File: config.mk
export PLATFORM = sky130hd
export DESIGN_NAME = l2_fill_ctrl_flat
export DESIGN_NICKNAME = d
export VERILOG_FILES = /design/src/rtl/l2_fill_ctrl_if.sv /design/src/rtl/l2_fill_ctrl.sv /design/src/flat_wrapper.sv
export SDC_FILE = /design/constraint.sdc
export NUM_CORES = 1
export LEC_CHECK = 0
export ABC_AREA = 1
export CAP_MARGIN = 20
export CORE_UTILIZATION = 55
export CTS_CLUSTER_DIAMETER = 120
export DETAILED_ROUTE_END_ITERATION = 7
export DONT_BUFFER_PORTS = 1
export GPL_TIMING_DRIVEN = 0
export PLACE_DENSITY = 0.7
export RECOVER_POWER = 100
export SLEW_MARGIN = 15
export SYNTH_ARGS = -nofsm -noshare
export SYNTH_HDL_FRONTEND = slang
export SYNTH_SLANG_ARGS = --single-unit
File: constraint.sdc
create_clock -name clk_in -period 10.7 [get_ports clk_in]
set_input_delay 2.675 -clock clk_in [delete_from_list [all_inputs] [get_ports clk_in]]
set_output_delay 2.675 -clock clk_in [all_outputs]
set_load 0.01 [all_outputs]
File: src/rtl/l2_fill_ctrl_if.sv
// Shared block types and the requester/memory/cache handshake bundle
// for the L2 miss-fill controller.
package l2_fill_pkg;
  typedef struct packed {
    logic signed [7:0] x;
    logic signed [7:0] y;
    logic signed [7:0] z;
  } block_pos_t;

  typedef logic [15:0] block_type_t;

  localparam block_type_t BLOCK_AIR = 16'h0000;
endpackage

interface l2_fill_ctrl_if #(
  parameter int PORTS      = 4,
  parameter int CACHE_SIZE = 16
);
  import l2_fill_pkg::*;

  localparam int IDX_W = (CACHE_SIZE > 1) ? $clog2(CACHE_SIZE) : 1;

  logic [PORTS-1:0] req_valid;
  block_pos_t       req_addr [PORTS];
  logic [PORTS-1:0] req_ack;
  logic             mem_req;
  block_pos_t       mem_addr;
  logic             mem_resp_valid;
  block_type_t      mem_resp_data;
  logic             wr_en;
  logic [IDX_W-1:0] wr_idx;
  block_pos_t       wr_tag;
  block_type_t      wr_data;
  logic             busy;
  logic [15:0]      fill_count;

  // slave: the fill controller itself
  modport slave (
    input  req_valid, req_addr, mem_resp_valid, mem_resp_data,
    output req_ack, mem_req, mem_addr, wr_en, wr_idx, wr_tag, wr_data,
           busy, fill_count
  );

  // master: requesters, chunk memory and cache seen as one environment
  modport master (
    output req_valid, req_addr, mem_resp_valid, mem_resp_data,
    input  req_ack, mem_req, mem_addr, wr_en, wr_idx, wr_tag, wr_data,
           busy, fill_count
  );
endinterface

File: src/rtl/l2_fill_ctrl.sv
// L2 miss-fill controller: round-robin grant over miss requesters, fetch from
// chunk memory, install with a cyclic replacement pointer, coalesced acks.
module l2_fill_ctrl
  import l2_fill_pkg::*;
#(
  parameter int PORTS      = 4,
  parameter int CACHE_SIZE = 16
) (
  input  logic          clk_in,
  input  logic          rst_in,
  l2_fill_ctrl_if.slave bus
);

  localparam int PTR_W = (PORTS > 1) ? $clog2(PORTS) : 1;
  localparam int IDX_W = (CACHE_SIZE > 1) ? $clog2(CACHE_SIZE) : 1;

  typedef enum logic [1:0] {
    IDLE  = 2'd0,
    REQ   = 2'd1,
    WAIT  = 2'd2,
    WRITE = 2'd3
  } state_t;

  state_t           state_reg;
  logic [PTR_W-1:0] rr_ptr_reg;
  logic [IDX_W-1:0] repl_ptr_reg;
  logic [15:0]      fill_count_reg;
  logic [PORTS-1:0] req_ack_reg;
  logic             mem_req_reg;
  logic             wr_en_reg;
  block_pos_t       mem_addr_reg;
  logic [IDX_W-1:0] wr_idx_reg;
  block_pos_t       wr_tag_reg;
  block_type_t      wr_data_reg;

  logic             grant_valid;
  logic [PTR_W-1:0] grant_idx;
  logic [PTR_W-1:0] rr_ptr_next;
  logic [IDX_W-1:0] repl_ptr_next;
  logic [PORTS-1:0] match_vec;
  int               rot_sum;

  // Every still-pending requester for the in-flight block gets acked together.
  generate
    for (genvar gi = 0; gi < PORTS; gi++) begin : g_match
      assign match_vec[gi] = bus.req_valid[gi] && (bus.req_addr[gi] == mem_addr_reg);
    end
  endgenerate

  // Search downward so the lowest rotation offset from rr_ptr wins.
  always_comb begin
    grant_valid = 1'b0;
    grant_idx   = '0;
    rot_sum     = 0;
    for (int k = PORTS - 1; k >= 0; k--) begin
      rot_sum = int'(rr_ptr_reg) + k;
      if (rot_sum >= PORTS) begin
        rot_sum = rot_sum - PORTS;
      end
      if (bus.req_valid[PTR_W'(rot_sum)]) begin
        grant_valid = 1'b1;
        grant_idx   = PTR_W'(rot_sum);
      end
    end
  end

  assign rr_ptr_next   = (grant_idx == PTR_W'(PORTS - 1)) ? '0 : grant_idx + PTR_W'(1);
  assign repl_ptr_next = (repl_ptr_reg == IDX_W'(CACHE_SIZE - 1)) ? '0
                                                                 : repl_ptr_reg + IDX_W'(1);

  always_ff @(posedge clk_in or posedge rst_in) begin
    if (rst_in) begin
      state_reg      <= IDLE;
      rr_ptr_reg     <= '0;
      repl_ptr_reg   <= '0;
      fill_count_reg <= '0;
      req_ack_reg    <= '0;
      mem_req_reg    <= 1'b0;
      wr_en_reg      <= 1'b0;
      mem_addr_reg   <= '0;
      wr_idx_reg     <= '0;
      wr_tag_reg     <= '0;
      wr_data_reg    <= BLOCK_AIR;
    end else begin
      mem_req_reg <= 1'b0;
      wr_en_reg   <= 1'b0;
      req_ack_reg <= '0;
      case (state_reg)
        IDLE: begin
          if (grant_valid) begin
            mem_addr_reg <= bus.req_addr[grant_idx];
            rr_ptr_reg   <= rr_ptr_next;
            mem_req_reg  <= 1'b1;
            state_reg    <= REQ;
          end
        end
        REQ: begin
          state_reg <= WAIT;
        end
        WAIT: begin
          // Install strobes and acks are registered here so they appear in WRITE.
          if (bus.mem_resp_valid) begin
            wr_data_reg <= bus.mem_resp_data;
            wr_tag_reg  <= mem_addr_reg;
            wr_idx_reg  <= repl_ptr_reg;
            wr_en_reg   <= 1'b1;
            req_ack_reg <= match_vec;
            state_reg   <= WRITE;
          end
        end
        WRITE: begin
          repl_ptr_reg   <= repl_ptr_next;
          fill_count_reg <= fill_count_reg + 16'd1;
          state_reg      <= IDLE;
        end
        default: begin
          state_reg <= IDLE;
        end
      endcase
    end
  end

  assign bus.req_ack    = req_ack_reg;
  assign bus.mem_req    = mem_req_reg;
  assign bus.mem_addr   = mem_addr_reg;
  assign bus.wr_en      = wr_en_reg;
  assign bus.wr_idx     = wr_idx_reg;
  assign bus.wr_tag     = wr_tag_reg;
  assign bus.wr_data    = wr_data_reg;
  assign bus.busy       = (state_reg != IDLE);
  assign bus.fill_count = fill_count_reg;

endmodule

File: src/flat_wrapper.sv
// flat-port wrapper written by rule: the top's interface ports become plain ports
module l2_fill_ctrl_flat import l2_fill_pkg::*;
#(
  parameter int PORTS      = 4,
  parameter int CACHE_SIZE = 16
)
  (clk_in, rst_in, bus_req_valid, bus_req_addr, bus_mem_resp_valid, bus_mem_resp_data, bus_req_ack, bus_mem_req, bus_mem_addr, bus_wr_en, bus_wr_idx, bus_wr_tag, bus_wr_data, bus_busy, bus_fill_count);
  l2_fill_ctrl_if #(.PORTS(PORTS), .CACHE_SIZE(CACHE_SIZE)) bus_i ();
  input  logic clk_in;
  input  logic rst_in;
  input wire logic [$bits(bus_i.req_valid)-1:0] bus_req_valid;
  input wire logic [$bits(bus_i.req_addr)-1:0] bus_req_addr;
  input wire logic [$bits(bus_i.mem_resp_valid)-1:0] bus_mem_resp_valid;
  input wire logic [$bits(bus_i.mem_resp_data)-1:0] bus_mem_resp_data;
  output wire logic [$bits(bus_i.req_ack)-1:0] bus_req_ack;
  output wire logic [$bits(bus_i.mem_req)-1:0] bus_mem_req;
  output wire logic [$bits(bus_i.mem_addr)-1:0] bus_mem_addr;
  output wire logic [$bits(bus_i.wr_en)-1:0] bus_wr_en;
  output wire logic [$bits(bus_i.wr_idx)-1:0] bus_wr_idx;
  output wire logic [$bits(bus_i.wr_tag)-1:0] bus_wr_tag;
  output wire logic [$bits(bus_i.wr_data)-1:0] bus_wr_data;
  output wire logic [$bits(bus_i.busy)-1:0] bus_busy;
  output wire logic [$bits(bus_i.fill_count)-1:0] bus_fill_count;
  assign bus_i.req_valid = bus_req_valid;
  assign bus_i.req_addr = {>>{bus_req_addr}};
  assign bus_i.mem_resp_valid = bus_mem_resp_valid;
  assign bus_i.mem_resp_data = bus_mem_resp_data;
  assign bus_req_ack = bus_i.req_ack;
  assign bus_mem_req = bus_i.mem_req;
  assign bus_mem_addr = bus_i.mem_addr;
  assign bus_wr_en = bus_i.wr_en;
  assign bus_wr_idx = bus_i.wr_idx;
  assign bus_wr_tag = bus_i.wr_tag;
  assign bus_wr_data = bus_i.wr_data;
  assign bus_busy = bus_i.busy;
  assign bus_fill_count = bus_i.fill_count;
  l2_fill_ctrl #(.PORTS(PORTS), .CACHE_SIZE(CACHE_SIZE)) u_core (.clk_in(clk_in), .rst_in(rst_in), .bus(bus_i));
endmodule
# --- Word-level counts from Yosys, hierarchy flattened ---
# Cells that the tools add are included.
totals:
  out_inout_bits: 91
  word_cells: 93
  register_bits: 98
  in_bits: 119
op_classes:
  magnitude_cmp: 9
  addsub: 10
  reduce_logical: 9
  bitwise_logic: 1
  n_eq_ne: 11
  muxes: 38
op_table:
  columns: ["cell", "count"]
  rows:
  - ["== test 24 bit", 4]
  - ["binary-select mux 24 bit (select 2 bit)", 1]
  - ["2-to-1 mux 24 bit", 2]
  - ["2-to-1 mux 2 bit", 11]
  - ["adder 16 x 1 -> 16 bit, second input constant", 1]
  - ["< comparator 2 x 4 -> 1 bit, second input constant", 4]
  - ["2-to-1 mux 1 bit", 16]
  - [">= comparator 3 bit, second input constant", 4]
  - ["2-to-1 mux 4 bit", 3]
  - ["binary-select mux 1 bit (select 2 bit)", 4]
  - ["case mux 2 bit (4 select lines)", 1]
  - ["subtractor 2 x 1 -> 2 bit, second input constant", 4]
  - ["adder 2 x 2 -> 3 bit, second input constant", 2]
  - ["== test 2 bit, second input constant", 3]
  - ["AND reduction 2 bit", 3]
  - ["adder 4 x 1 -> 4 bit, second input constant", 1]
  - ["== test 4 bit, second input constant", 1]
  - ["logical AND 1 bit", 4]
  - ["adder 2 x 1 -> 3 bit, second input constant", 1]
  - [">= comparator 2 x 3 -> 1 bit, second input constant", 1]
  - ["NOT 2 -> 3 bit", 1]
  - ["adder 2 x 1 -> 2 bit, second input constant", 1]
  - ["== test 2 x 1 -> 1 bit, second input constant", 1]
  - ["zero test 2 bit", 1]
  - ["other kinds (3)", 3]

# --- Logic depth before layout (Yosys ltp) ---
logic_depth:
  word_depth: 14
  mapped_depth: 14
  mapped_depth_nobuf: 12

# --- Worst setup path before layout ---
# OpenSTA, ideal clock, no wires.
synth_path:
  path_kind: "input-to-reg"
  startpoint: "input port bus_req_valid[1]"
  endpoint: "register u_core.mem_addr_reg, in the netlist u_core.bus.mem_addr[10]"
  n_path_buf: 2
  t_required_ns: 10.583
  cell_stages: 11
  arrival_time_ns: 3.728
  setup_time_ns: 0.117
  setup_slack_ns: 6.855
  path_cell_list: "inv_1 -> nand2_1 -> nand3_1 -> nand3_1 -> nand3b_1 -> nand2_2 -> inv_2 -> buf_4 -> buf_4 -> nand3_1 -> nand2_1"
synth_via:
  elab_chain_len: 11
  elab_cells_between_ends: 25
  classes_between: "mux (23); bitwise (1); reduce/logical (1)"
synth_rtl:
  columns: ["element", "line_no", "source"]
  rows:
  - ["from (decl)", "flat_wrapper.sv:11", "input wire logic [$bits(bus_i.req_valid)-1:0] bus_req_valid;"]
  - ["binary-select mux 1 bit (select 2 bit)", "l2_fill_ctrl.sv:60", "if (bus.req_valid[PTR_W'(rot_sum)]) begin"]
  - ["2-to-1 mux 1 bit (implied by the code) (2 in series)", "l2_fill_ctrl.sv:60", null]
  - ["2-to-1 mux 2 bit (4 in series)", "l2_fill_ctrl.sv:60", null]
  - ["NOT 2 -> 3 bit (implied by the code)", "l2_fill_ctrl.sv:91", "mem_addr_reg <= bus.req_addr[grant_idx];"]
  - ["binary-select mux 24 bit (select 2 bit)", "l2_fill_ctrl.sv:91", null]
  - ["2-to-1 mux 24 bit (implied by the code) (2 in series)", "l2_fill_ctrl.sv:91", null]
  - ["to (signal assigned)", "l2_fill_ctrl.sv:91", null]
  - ["to (decl)", "l2_fill_ctrl.sv:31", "block_pos_t mem_addr_reg;"]
# Parallel ways exist; a longest one is shown, timed or not. The select of a mux whose other input is x is not followed.
# A chain may end at the register's enable or synchronous reset.

==> flow_summary.json <==
{
  "slowest_delay_ns": 2.26,
  "yosysSeqAreaShare_pct": 39.5,
  "timing.rr.start": "u_core.rr_ptr_reg[0]$_DFFE_PP0P_",
  "diodes": 0,
  "crit_family": "buffers and inverters",
  "drc": 0,
  "whs_ns": 0.502,
  "violations": "max-capacitance violations, max-slew violations",
  "critPathKind": "in2async",
  "fmax_mhz": 160,
  "die_w_um": 108,
  "portBuffers": 0,
  "grt_pass1_wl_um": 31200,
  "die_area_mm2": 0.0117,
  "startpoint_type": "primary input",
  "initial_utilization_pct": 56.7,
  "cts_buffers": 9,
  "outcome": "complete, but fails checks",
  "dieHeight_um": 108,
  "ir_worst_vdd_mv": 0.219,
  "finClkSkew_ns": 0.00708,
  "core_area_mm2": 0.0109,
  "final_area_mm2": 0.00667,
  "rsz0062_at_grt": "no",
  "syn_area_mm2": 0.00620,
  "grt_pass1_vias": 5726,
  "grt_max_degree": 56,
  "worstRegToRegCells": 14,
  "yosys-top-cells-area": "dfrtp_1 (40%), nand2_1 (16%), nand3_1 (14%), xnor2_1 (5.8%), xor2_1 (4.0%)",
  "ys_ff_latch": 98,
  "wl_um": 21000,
  "path_clk_slew_ns": 0.07,
  "hold_viol": 0,
  "areaGrowthSynthToFinish_pct": 7.55,
  "antenna_found_initial": 0,
  "clock_latency_ns": 0.36,
  "vias": 6031,
  "ys.flop_type": "dfrtp_1",
  "arrival_ns": 6.05,
  "dr.pass1.iters": 6,
  "grtUsageTotal_pct": 36.2,
  "wl_per_cell_um": 21.2,
  "min-delay-start": "u_core.repl_ptr_reg[3]$_DFFE_PP0N_",
  "hold_path.class": "reg2reg",
  "critPathBufInv": 2,
  "drtIter0Drc": 502,
  "yosysMostFrequentCell": "nand2_1",
  "clock-root-buffer": "clkbuf_16",
  "cp.depth": 2,
  "syn_avg_cell_area_um2": 7.44,
  "fin_crit_sh_pct": 58.5,
  "worstHoldPathCells": 1,
  "drive_gt1_share_pct": 9.05,
  "gp_congestion": 0.946,
  "cts-hold-fix-buffers": 0,
  "clockBufferDepth": 2,
  "end_kind": "asynchronous set/reset pin",
  "syn_inst": 834,
  "power_density_mw_per_mm2": 358,
  "via_per_inst": 6.09,
  "overflow": 0,
  "h-tree-depth": 3,
  "worstMarginPinSlew_ns": 3.08,
  "place_hpwl_um": 16000,
  "maxCapViolCount": 2,
  "syn_nets": 959,
  "critPathSlowestCell": "clkbuf_1",
  "timing.slew.headroom_pct": -105,
  "setup_tns_ns": 0,
  "cp_data_required_time_ns": 10.49,
  "hold_end": "u_core.repl_ptr_reg[3]$_DFFE_PP0N_",
  "synthArstFlopShare_pct": 100,
  "path_cells": "clkinvlp_2 -> clkbuf_1",
  "yosysWarnings": 0,
  "post-cts-setup-buffers": 0,
  "cts_sinks": 98,
  "postRouteAntennaNets": 0,
  "synth_cell_types": 34,
  "post-route-min-period_ns": 6.25,
  "final_nets": 971,
  "num_rows": 38,
  "finalSetupViolCount": 0,
  "drv_slew": 101,
  "cts_tree": "yes",
  "synth-edff-count": 0,
  "p_leak_nw": 3.22,
  "rr_endpoint": "u_core.bus.mem_addr[17]$_DFFE_PP0P_",
  "yosys.area.top_type_share_pct": 39.5,
  "placement.cell_area_mm2": 0.00641,
  "ys_top_cells_by_count": "nand2_1 (265), nand3_1 (168), dfrtp_1 (98), inv_1 (41), xnor2_1 (41)",
  "cts_resized": 0,
  "synth_area_leader_cell": "dfrtp_1",
  "critical_path.max_fanout": 55,
  "r2r_setup_slack_ns": 8.19,
  "pin_count": 210
}
[kinds of logic (layout without fill, tap and decap cells)]
kind of cell,Yosys count,in the layout,synth area share (%)
AND/OR/NAND/NOR,508,508,36.7
buffers and inverters,104,121,7.32
flip-flops,98,98,39.5
XOR/XNOR,69,69,9.75
AO/OA/AOI/OAI,49,49,5.51
adder cells (fa/ha/maj),6,6,1.21
[final cells by class]
| type | instances | area (um2) |
|---|---|---|
| plain buffers | 55 | 258 |
| clock buffers | 10 | 239 |
| clock inverters | 6 | 71.3 |
| fillers | 993 | 4270 |
| inverters | 49 | 185 |
| multi-input cells | 632 | 3280 |
| flip-flops and latches | 98 | 2450 |
| well taps | 140 | 175 |
| repair buffers | 1 | 3.75 |
[metal layers]
layer | GRT usage (%) | wire, um | vias to the layer above
li1 | - | - | 2743
met1 | 45.1 | 8210 | 2839
met2 | 56.5 | 9390 | 382
met3 | 11.5 | 2570 | 67
met4 | 17.8 | 836 | 0
met5 | 0 | 0 | -
[per-stage QoR]
stage	std cells	utilization [%]	worst slack (ns)	power [mW]
3_3_place_gp	974	58.3	4.55	1.99
2_1_floorplan	834	-	5.46	1.66
5_1_grt	991	61.0	3.63	2.55
3_5_place_dp	975	58.6	6.57	2.02
4_1_cts	991	61.4	6.83	2.37
6_report	991	61.0	4.45	2.39
[worst max-delay path by stage]
| stage | start | to |
|---|---|---|
| finish | rst_in | u_core.bus.mem_addr[8]$_DFFE_PP0P_ |
| detailed placement | bus_req_valid[1] | u_core.bus.mem_addr[9]$_DFFE_PP0P_ |
| floorplan | rst_in | u_core.bus.fill_count[0]$_DFFE_PP0N_ |
| global placement | rst_in | u_core.bus.mem_addr[11]$_DFFE_PP0P_ |
| global route | rst_in | u_core.bus.fill_count[7]$_DFFE_PP0N_ |
| CTS | u_core.state_reg[1]$_DFFE_PP0P_ | bus_busy |
[cells in the final DEF (no fill, tap or decap), drive strengths merged]
cell type and instances:
clkbuf 48, o2111ai 1, a211oi 3, nor4b 2, clkinvlp 2, o22ai 1
xnor2 41, o31ai 1, ha 6, o221a 1, nand4 12, xor2 28
nand3 170, buf 18, nand3b 1, o21ai 23, nand2 269, nor2 18
a221oi 16, a21oi 2, dfrtp 98, clkinv 3, bufinv 1, o221ai 1
nor3b 1, nor4 2, inv 49, or2 32, nor3 1
[power breakdown]
group / switching, mW / internal, mW
Combinational: 0.889 / 0.447
Sequential: 0.185 / 0.520
Clock: 0.158 / 0.191
Total: 1.23 / 1.16
No activity file was read; power rests on OpenSTA's default activity.
